--- src/rtl/sap_pkg.sv ---
// Shared definitions for the SAP program-RAM loader: RAM geometry and the
// loader state encoding.
package sap_pkg;

    localparam int RAM_ADDR_W = 4;
    localparam int RAM_DATA_W = 8;

    typedef enum logic [2:0] {
        IDLE,
        WAIT_DATA,
        SETUP,
        PULSE,
        HOLD,
        READ,
        CHECK,
        DONE
    } ldr_state_t;

endpackage

--- src/rtl/ldr_strobe_timer.sv ---
// Loadable down-counter that times the SETUP/PULSE/HOLD phases of a RAM
// write strobe. expire pulses for exactly one cycle when a loaded count
// reaches zero; a load value of N gives an expiry N+1 cycles after the load.
module ldr_strobe_timer #(
    parameter int CNT_W = 2
) (
    input  logic             clk,
    input  logic             rst_n,
    input  logic             load,
    input  logic [CNT_W-1:0] load_val,
    output logic             expire
);

    logic [CNT_W-1:0] cnt;
    logic             armed;

    assign expire = armed && (cnt == '0);

    // Count down from the loaded value; disarm once the expiry has fired
    always_ff @(posedge clk or negedge rst_n) begin
        if (!rst_n) begin
            cnt   <= '0;
            armed <= 1'b0;
        end else if (load) begin
            cnt   <= load_val;
            armed <= 1'b1;
        end else if (expire) begin
            armed <= 1'b0;
        end else if (cnt != '0) begin
            cnt   <= cnt - 1'b1;
        end
    end

endmodule

--- src/rtl/sap_ram_loader.sv ---
// Sequential writer for the SAP 16-word program RAM (two 4-bit chips with
// inverted outputs). Takes one byte per word over valid/ready, writes it with
// a timed CS/WE strobe, then reads every word back and flags the first
// address whose re-inverted contents differ from the shadow copy.
module sap_ram_loader
    import sap_pkg::*;
#(
    parameter int ADDR_W    = RAM_ADDR_W,
    parameter int DATA_W    = RAM_DATA_W,
    parameter int SETUP_CYC = 1,
    parameter int PULSE_CYC = 2,
    parameter int HOLD_CYC  = 1
) (
    input  logic              clk,
    input  logic              rst_n,
    input  logic              start,
    input  logic              in_valid,
    input  logic [DATA_W-1:0] in_data,
    output logic              in_ready,
    output logic [ADDR_W-1:0] ram_a,
    output logic [DATA_W-1:0] ram_d,
    output logic              ram_cs_n,
    output logic              ram_we_n,
    input  logic [DATA_W-1:0] ram_o,
    output logic              busy,
    output logic              done,
    output logic              err,
    output logic [ADDR_W-1:0] err_addr
);

    localparam int MAX_CYC = (SETUP_CYC > PULSE_CYC)
                           ? ((SETUP_CYC > HOLD_CYC) ? SETUP_CYC : HOLD_CYC)
                           : ((PULSE_CYC > HOLD_CYC) ? PULSE_CYC : HOLD_CYC);
    localparam int CNT_W   = $clog2(MAX_CYC + 1);

    ldr_state_t        state, next_state;
    logic [ADDR_W-1:0] addr;
    logic [DATA_W-1:0] shadow [2**ADDR_W];

    logic              cs_n_nxt, we_n_nxt, ready_nxt, done_nxt;
    logic              tmr_load, tmr_expire;
    logic [CNT_W-1:0]  tmr_val;
    logic              accept, last_addr, mismatch;

    assign accept    = (state == WAIT_DATA) && in_valid && in_ready;
    assign last_addr = (addr == {ADDR_W{1'b1}});
    assign mismatch  = ((~ram_o) != shadow[addr]);
    assign ram_a     = addr;

    ldr_strobe_timer #(
        .CNT_W    (CNT_W)
    ) u_timer (
        .clk      (clk),
        .rst_n    (rst_n),
        .load     (tmr_load),
        .load_val (tmr_val),
        .expire   (tmr_expire)
    );

    // Reload the phase timer whenever a strobe phase is entered
    always_comb begin
        tmr_load = 1'b0;
        tmr_val  = '0;
        if (next_state != state) begin
            case (next_state)
                SETUP: begin
                    tmr_load = 1'b1;
                    tmr_val  = CNT_W'(SETUP_CYC - 1);
                end
                PULSE: begin
                    tmr_load = 1'b1;
                    tmr_val  = CNT_W'(PULSE_CYC - 1);
                end
                HOLD: begin
                    tmr_load = 1'b1;
                    tmr_val  = CNT_W'(HOLD_CYC - 1);
                end
                default: ;
            endcase
        end
    end

    // Next-state sequencing: write pass over all words, then verify pass
    always_comb begin
        next_state = state;
        case (state)
            IDLE:      if (start)      next_state = WAIT_DATA;
            WAIT_DATA: if (accept)     next_state = SETUP;
            SETUP:     if (tmr_expire) next_state = PULSE;
            PULSE:     if (tmr_expire) next_state = HOLD;
            HOLD:      if (tmr_expire) next_state = last_addr ? READ : WAIT_DATA;
            READ:                      next_state = CHECK;
            CHECK:                     next_state = last_addr ? DONE : READ;
            DONE:                      next_state = IDLE;
            default:                   next_state = IDLE;
        endcase
    end

    // Strobe and handshake levels decoded from the upcoming state so the
    // registered pins switch together with the state itself
    always_comb begin
        cs_n_nxt  = 1'b1;
        we_n_nxt  = 1'b1;
        ready_nxt = 1'b0;
        done_nxt  = 1'b0;
        case (next_state)
            WAIT_DATA:               ready_nxt = 1'b1;
            SETUP, HOLD, READ, CHECK: cs_n_nxt = 1'b0;
            PULSE: begin
                cs_n_nxt = 1'b0;
                we_n_nxt = 1'b0;
            end
            DONE:                    done_nxt  = 1'b1;
            default: ;
        endcase
    end

    // State register with glitch-free registered strobe/handshake outputs
    always_ff @(posedge clk or negedge rst_n) begin
        if (!rst_n) begin
            state    <= IDLE;
            ram_cs_n <= 1'b1;
            ram_we_n <= 1'b1;
            in_ready <= 1'b0;
            done     <= 1'b0;
        end else begin
            state    <= next_state;
            ram_cs_n <= cs_n_nxt;
            ram_we_n <= we_n_nxt;
            in_ready <= ready_nxt;
            done     <= done_nxt;
        end
    end

    // Address walk, write-data latch, busy and first-mismatch capture
    always_ff @(posedge clk or negedge rst_n) begin
        if (!rst_n) begin
            addr     <= '0;
            ram_d    <= '0;
            busy     <= 1'b0;
            err      <= 1'b0;
            err_addr <= '0;
        end else begin
            case (state)
                IDLE: if (start) begin
                    addr     <= '0;
                    err      <= 1'b0;
                    err_addr <= '0;
                    busy     <= 1'b1;
                end
                WAIT_DATA: if (accept) ram_d <= in_data;
                HOLD: if (tmr_expire) addr <= last_addr ? '0 : addr + 1'b1;
                CHECK: begin
                    if (mismatch && !err) begin
                        err      <= 1'b1;
                        err_addr <= addr;
                    end
                    if (!last_addr) addr <= addr + 1'b1;
                end
                DONE: busy <= 1'b0;
                default: ;
            endcase
        end
    end

    // Shadow copy of each accepted byte for the verify pass
    always_ff @(posedge clk) begin
        if (accept) shadow[addr] <= in_data;
    end

endmodule
--- config.mk ---
export PLATFORM = sky130hd
export DESIGN_NAME = sap_ram_loader
export DESIGN_NICKNAME = d
export VERILOG_FILES = /design/src/rtl/sap_pkg.sv /design/src/rtl/ldr_strobe_timer.sv /design/src/rtl/sap_ram_loader.sv
export SDC_FILE = /design/constraint.sdc
export NUM_CORES = 1
export LEC_CHECK = 0
export CORE_MARGIN = 2
export CORE_UTILIZATION = 50
export CTS_CLUSTER_DIAMETER = 60
export DETAILED_ROUTE_END_ITERATION = 8
export GPL_ROUTABILITY_DRIVEN = 0
export PLACE_DENSITY = 0.69
export SLEW_MARGIN = 5
export SYNTH_ARGS = -nofsm -noshare
export SYNTH_HDL_FRONTEND = slang
export SYNTH_SLANG_ARGS = --single-unit
export TNS_END_PERCENT = 100
--- constraint.sdc ---
create_clock -name clk -period 3.5 [get_ports clk]
set_input_delay 0.7 -clock clk [delete_from_list [all_inputs] [get_ports clk]]
set_output_delay 0.7 -clock clk [all_outputs]
set_load 0.01 [all_outputs]
==> impl_metrics.json, run 1 <==
{
  "drtIter0Drc": 234,
  "ir_drop_uv": 437.2,
  "port_buffers": 41,
  "synth_top_flop_cell": "edfxtp_1",
  "hold_viol": 0,
  "vias_per_cell": 5.541,
  "crit_path_start_kind": "flip-flop",
  "syn_inst": 442,
  "clk_pin_slew_ns": 0.06,
  "fin_area_um2": 7893,
  "p_switching_mw": 1.783,
  "fin_crit_ns": 3.007,
  "drc": 0,
  "clockRootBuffer": "clkbuf_16",
  "synth_edf_count": 128,
  "grt_max_degree": 29,
  "power_density_nw_per_um2": 720.2,
  "ctsResizeCount": 0,
  "vias": 3746,
  "critical_path_arrival_ns": 3.35,
  "fp.dieArea_um2": 14460,
  "critPathCaptureType": "flip-flop",
  "crit_path_max_fanout": 28,
  "dp_hpwl_mm": 9.217,
  "placed_area_um2": 7310,
  "power_switching_share_pct": 31.37,
  "cts_setup_buffers": 0,
  "gr-total-overflow": 0,
  "async_reset_ff_share_pct": 17.95,
  "track_usage_pct": 20.88,
  "netlist_area_um2": 6755,
  "synth_top_area_share_pct": 56.90,
  "worst_pin_slew_ns": 0.9232,
  "area_delta_synth_final_pct": 16.84,
  "antenna_found_initial": 0,
  "syn_nets": 467,
  "min_period_over_period_pct": 85.93,
  "criticalPathCategory": "flip-flop to flip-flop",
  "synth_top_area_cell": "edfxtp_1",
  "rows": 42,
  "combPwrFrac_pct": 26.5,
  "p_clk_share_pct": 31.2,
  "wl_per_cell_um": 20.40,
  "die_y_um": 120.2,
  "drt_wl_total_mm": 13.79,
  "pwr-share-seq_pct": 42.3,
  "slew_headroom_pct": 38.26,
  "fin_worst_skew_ns": 0.006646,
  "cap_violations": 0,
  "first_global_vias": 3954,
  "antenna_left": 0,
  "cts_tree": "done",
  "hp-class": "flip-flop to flip-flop",
  "layout.cells.non_filler": 676,
  "h-tree-depth": 4,
  "cts_hold_buf": 0,
  "p_leak_nw": 2.730,
  "required_ns": 3.85,
  "drive_above_1_share_pct": 13.40,
  "coreArea_um2": 13240,
  "max_freq_ghz": 0.3325,
  "clk_latency_ns": 0.43,
  "status": "finished clean",
  "setup_violations": 0,
  "dpl.cell_count": 644,
  "tns_ns": 0,
  "seq_area_frac_synth_pct": 67.31,
  "clock_sinks": 156,
  "ys_ff_latch": 156,
  "first_pass_iters": 4,
  "synth_cell_types": 52,
  "yosys_warnings": 0,
  "synthTopCellsByArea": "edfxtp_1 (57%), dfrtp_1 (9.6%), mux2i_1 (5.8%)",
  "rsz0062_at_grt": "no",
  "die_x_um": 120.2,
  "p_int_mw": 3.901,
  "grt_pass1_wl_mm": 21.86,
  "slew_violations": 0,
  "synth.avg_cell_area_um2": 15.28,
  "cts_max_path_buffers": 2,
  "pin_count": 42,
  "start_util_pct": 51.01,
  "diodes": 0,
  "cts_made_buffers": 17,
  "nets": 512
}
## worst paths after layout
kind / start / endpoint / slack, ns / cells after the start
worst max-delay path: ram_a[0] / err_addr[1] / 0.49 / 7
worst min register to register: ram_d[7] / ram_d[7] / 0.49 / 2
worst min-delay path: ram_d[7] / ram_d[7] / 0.49 / 2
min in group asynchronous: rst_n / in_ready / 0.79 / 1
max in group asynchronous: rst_n / ram_we_n / 1.97 / 2
worst max register to register: ram_a[0] / err_addr[1] / 0.49 / 7
## per-layer routing
layer  vias to the layer above  share of wire, %  global-route usage (%)
met1                      1881                41                   26.35
met2                        97                51                   34.62
li1                       1740                 -                       -
met3                        28               5.0                   4.387
met4                         0               2.6                   10.10
met5                         -                 0                       0
## through the flow
stage / setup WS [ns] / util [%] / power, mW / hold WS (ns)
detailed placement: 0.4524 / 55.20 / 3.961 / 0.4710
floorplan: 1.093 / - / 3.516 / 0.4044
finish: 0.4926 / 59.60 / 5.684 / 0.4884
global placement: 0.5326 / 55.20 / 3.916 / 0.4625
CTS: 0.4325 / 59.60 / 5.751 / 0.4903
global route: 0.1929 / 59.60 / 5.971 / 0.5094
## worst max-delay path, stage by stage (launching register included)
cell      delay, ns
dfrtp_2        0.69
buf_4          0.52
mux4_2         0.58
xnor2_1        0.14
a211oi_1       0.24
o211ai_1       0.23
a31oi_4        0.29
mux2i_1        0.22
## cells in the mapped netlist, types with 2 or more instances
cell type,instances
edfxtp_1,128
nand2_1,46
mux2i_1,39
dfrtp_1,26
xnor2_1,25
nor2_1,19
clkbuf_1,15
mux4_2,14
xor2_1,14
nand3_1,13
a21oi_1,11
o21ai_0,8
inv_1,7
and2_1,6
nor3_1,6
ha_1,5
and3_1,4
nand2b_1,4
a211oi_1,3
a31oi_1,3
and4_1,3
mux2_1,3
a221oi_2,2
buf_12,2
buf_2,2
buf_4,2
dfstp_2,2
nor2b_1,2
nor4_1,2
o211ai_1,2
o22ai_1,2
o31ai_1,2
## logic make-up (layout without fill, tap and decap cells)
| kind of cell | after synthesis | after routing | share of synthesized area [%] |
|---|---|---|---|
| AO/OA/AOI/OAI | 43 | 43 | 4.742 |
| flip-flops | 156 | 156 | 67.31 |
| buffers and inverters | 32 | 90 | 2.685 |
| multiplexers | 58 | 58 | 11.50 |
| XOR/XNOR | 39 | 39 | 5.057 |
| AND/OR/NAND/NOR | 109 | 109 | 7.779 |
| adder cells (fa/ha/maj) | 5 | 5 | 0.9261 |
## sequential cells by signal, indices dropped and copies added (netlist names)
signal	count
busy	1
done	1
err	1
err_addr	4
in_ready	1
ram_a	4
ram_cs_n	1
ram_d	8
ram_we_n	1
shadow	128
state	3
u_timer.armed	1
u_timer.cnt	2
## power by group through the flow
stage	Clock, mW	Combinational [mW]	Sequential [mW]
after floorplan	0	1.18	2.34
after global placement	0	1.49	2.43
after detailed placement	0	1.52	2.44
after CTS	1.82	1.53	2.40
after global routing	1.89	1.64	2.44
final	1.77	1.51	2.40
## placed cells by master (no fill, tap or decap), types with 5 or more instances in the layout
cell,count
nand2_1,46
mux2i_1,39
buf_4,9
and2_1,6
clkbuf_16,17
nor3_1,6
mux4_2,14
dfrtp_1,25
inv_6,6
ha_1,5
clkdlybuf4s50_1,41
o21ai_0,8
xnor2_1,25
inv_1,7
edfxtp_1,128
nor2_1,19
xor2_1,14
nand3_1,13
clkinv_4,5
a21oi_1,11
## final cells by class
cell class | instances | area (um2)
fillers | 1067 | 5350
flip-flops and latches | 156 | 4548
multi-input cells | 254 | 2033
repair buffers | 50 | 478.0
clock buffers | 17 | 425.4
well taps | 176 | 220.2
clock inverters | 15 | 157.7
inverters | 8 | 30.03
(Power assumes the default switching activity.)
==> run 2: changes to the inputs <==
--- a/config.mk
+++ b/config.mk
@@ -6,11 +6,11 @@
 export NUM_CORES = 1
 export LEC_CHECK = 0
 export CORE_MARGIN = 2
-export CORE_UTILIZATION = 50
+export CORE_UTILIZATION = 55
 export CTS_CLUSTER_DIAMETER = 60
 export DETAILED_ROUTE_END_ITERATION = 8
 export GPL_ROUTABILITY_DRIVEN = 0
-export PLACE_DENSITY = 0.69
+export PLACE_DENSITY = 0.75
 export SLEW_MARGIN = 5
 export SYNTH_ARGS = -nofsm -noshare
 export SYNTH_HDL_FRONTEND = slang
==> impl_metrics.json, run 2 (synthesis results as in run 1) <==
{
  "first_pass_iters": 5,
  "min_period_over_period_pct": 82.74,
  "critPathCaptureType": "flip-flop",
  "drc": 0,
  "regMostFlops": "shadow",
  "max_stage_delay_ns": 0.66,
  "p_clk_share_pct": 29.5,
  "nets": 513,
  "cts_tree": "done",
  "drive_above_1_share_pct": 12.42,
  "power_density_nw_per_um2": 716.8,
  "critPathLaunch": "ram_a[0]",
  "dpl.cell_count": 616,
  "route.met2.wl_mm": 6.821,
  "wl_met3_um": 789,
  "rr_worst_depth": 7,
  "required_ns": 3.84,
  "track_usage_pct": 22.37,
  "cts_hold_buf": 0,
  "reg2reg_to": "err_addr[1]",
  "dp_hpwl_mm": 8.936,
  "critical_path_arrival_ns": 3.23,
  "crit_top_cell": "mux2i_1",
  "critPathSlowestCell": "dfrtp_2",
  "p_switching_mw": 1.730,
  "clock_sinks": 156,
  "die_y_um": 114.8,
  "critPathCapture": "err_addr[1]",
  "clockRootBuffer": "clkbuf_16",
  "placed_area_um2": 7287,
  "vias_per_cell": 5.811,
  "cts_made_buffers": 17,
  "criticalPathCategory": "flip-flop to flip-flop",
  "largest_reg_flops": 128,
  "combPwrFrac_pct": 27.8,
  "start_util_pct": 56.24,
  "port_buffers": 41,
  "die_x_um": 114.8,
  "p_leak_nw": 2.709,
  "ctsResizeCount": 0,
  "fin_worst_skew_ns": 0.007816,
  "first_global_vias": 3891,
  "status": "finished clean",
  "cts_max_path_buffers": 2,
  "crit_path_start_kind": "flip-flop",
  "r2r_start": "ram_a[0]",
  "fillers": 836,
  "h-tree-depth": 4,
  "vias": 3754,
  "grt_pass1_wl_mm": 21.37,
  "pin_count": 42,
  "total_power_mw": 5.603,
  "antenna_left": 0,
  "reg2reg_slack_ns": 0.60,
  "top_layer": "met4",
  "power_switching_share_pct": 30.88,
  "fin_area_um2": 7816,
  "hp-class": "flip-flop to flip-flop",
  "clk_pin_slew_ns": 0.06,
  "grt_max_degree": 34,
  "cap_violations": 0,
  "drt_wl_total_mm": 13.51,
  "tns_ns": 0,
  "crit_path_max_fanout": 14,
  "cts_setup_buffers": 0,
  "layout.cells.non_filler": 646,
  "rows": 40,
  "drtIter0Drc": 210,
  "fp.dieArea_um2": 13180,
  "path_cells": "mux4_1 > mux2i_1 > xor2_1 > nor4_2 > a2111oi_4 > a31oi_4 > mux2i_1",
  "final_cell_mix": "edfxtp_1 (128), nand2_1 (46), clkdlybuf4s50_1 (41), mux2i_1 (39)",
  "gr-total-overflow": 0,
  "slew_headroom_pct": 50.53,
  "hold_depth": 2,
  "final_common_cell": "edfxtp_1",
  "max_freq_ghz": 0.3453,
  "fin_crit_ns": 2.896,
  "coreArea_um2": 12010,
  "slew_violations": 0,
  "pwr-share-seq_pct": 42.7,
  "p_int_mw": 3.873,
  "wl_per_cell_um": 20.91,
  "area_delta_synth_final_pct": 15.71,
  "worst_pin_slew_ns": 0.7420,
  "antenna_found_initial": 0,
  "largestRegisters": "shadow x128, ram_d x8",
  "wl_met1_mm": 5.754,
  "diodes": 0,
  "ir_drop_uv": 496.5,
  "rsz0062_at_grt": "no",
  "clk_latency_ns": 0.42,
  "setup_violations": 0,
  "hold_viol": 0
}
## run 2: final cells by class
type	count	area, um2	share of cell area [%]
sequential	156	4548	58.19
multi-input combinational	254	2027	25.93
timing repair buffer	51	498.0	6.371
tap	147	183.9	2.353
inverter	8	30.03	0.3842
clock inverter	13	103.9	1.329
clock buffer	17	425.4	5.443
## run 2: how the worst min path moves through the flow
stage                     startpoint       end  slack, ns
after floorplan                rst_n      busy       0.40
after global placement      ram_d[2]  ram_d[2]       0.46
after detailed placement    ram_d[6]  ram_d[6]       0.47
after CTS                   ram_d[4]  ram_d[4]       0.49
after global routing        ram_d[1]  ram_d[1]       0.52
final                       ram_d[4]  ram_d[4]       0.49
## run 2: metal layers
| layer | up-vias | track usage, % |
|---|---|---|
| li1 | 1741 | - |
| met1 | 1898 | 29.61 |
| met2 | 104 | 36.77 |
| met3 | 11 | 4.902 |
| met4 | 0 | 8.594 |
| met5 | - | 0 |
## run 2: critical path, delay by kind of cell, from the launching register on
kind / cells / cell delay (ns)
mux: 3 / 1.18
flops: 1 / 0.66
xor+xnor: 1 / 0.16
compound gates: 2 / 0.40
simple gates: 1 / 0.39
## run 2: through the flow
step           hold WS, ns  utilization, %  setup WS (ns)
3_3_place_gp        0.4630           60.67         0.6528
5_1_grt             0.5181           65.07         0.4133
3_5_place_dp        0.4688           60.67         0.5583
4_1_cts             0.4915           65.07         0.5385
2_1_floorplan       0.4044               -          1.093
6_report            0.4880           65.07         0.6040
## run 2: power groups by stage
| stage | combinational (mW) | clock (mW) | sequential (mW) |
|---|---|---|---|
| after floorplan | 1.18 | 0 | 2.34 |
| after detailed placement | 1.56 | 0 | 2.42 |
| after global routing | 1.71 | 1.75 | 2.42 |
| final | 1.56 | 1.65 | 2.39 |
| after CTS | 1.57 | 1.67 | 2.40 |
| after global placement | 1.52 | 0 | 2.42 |
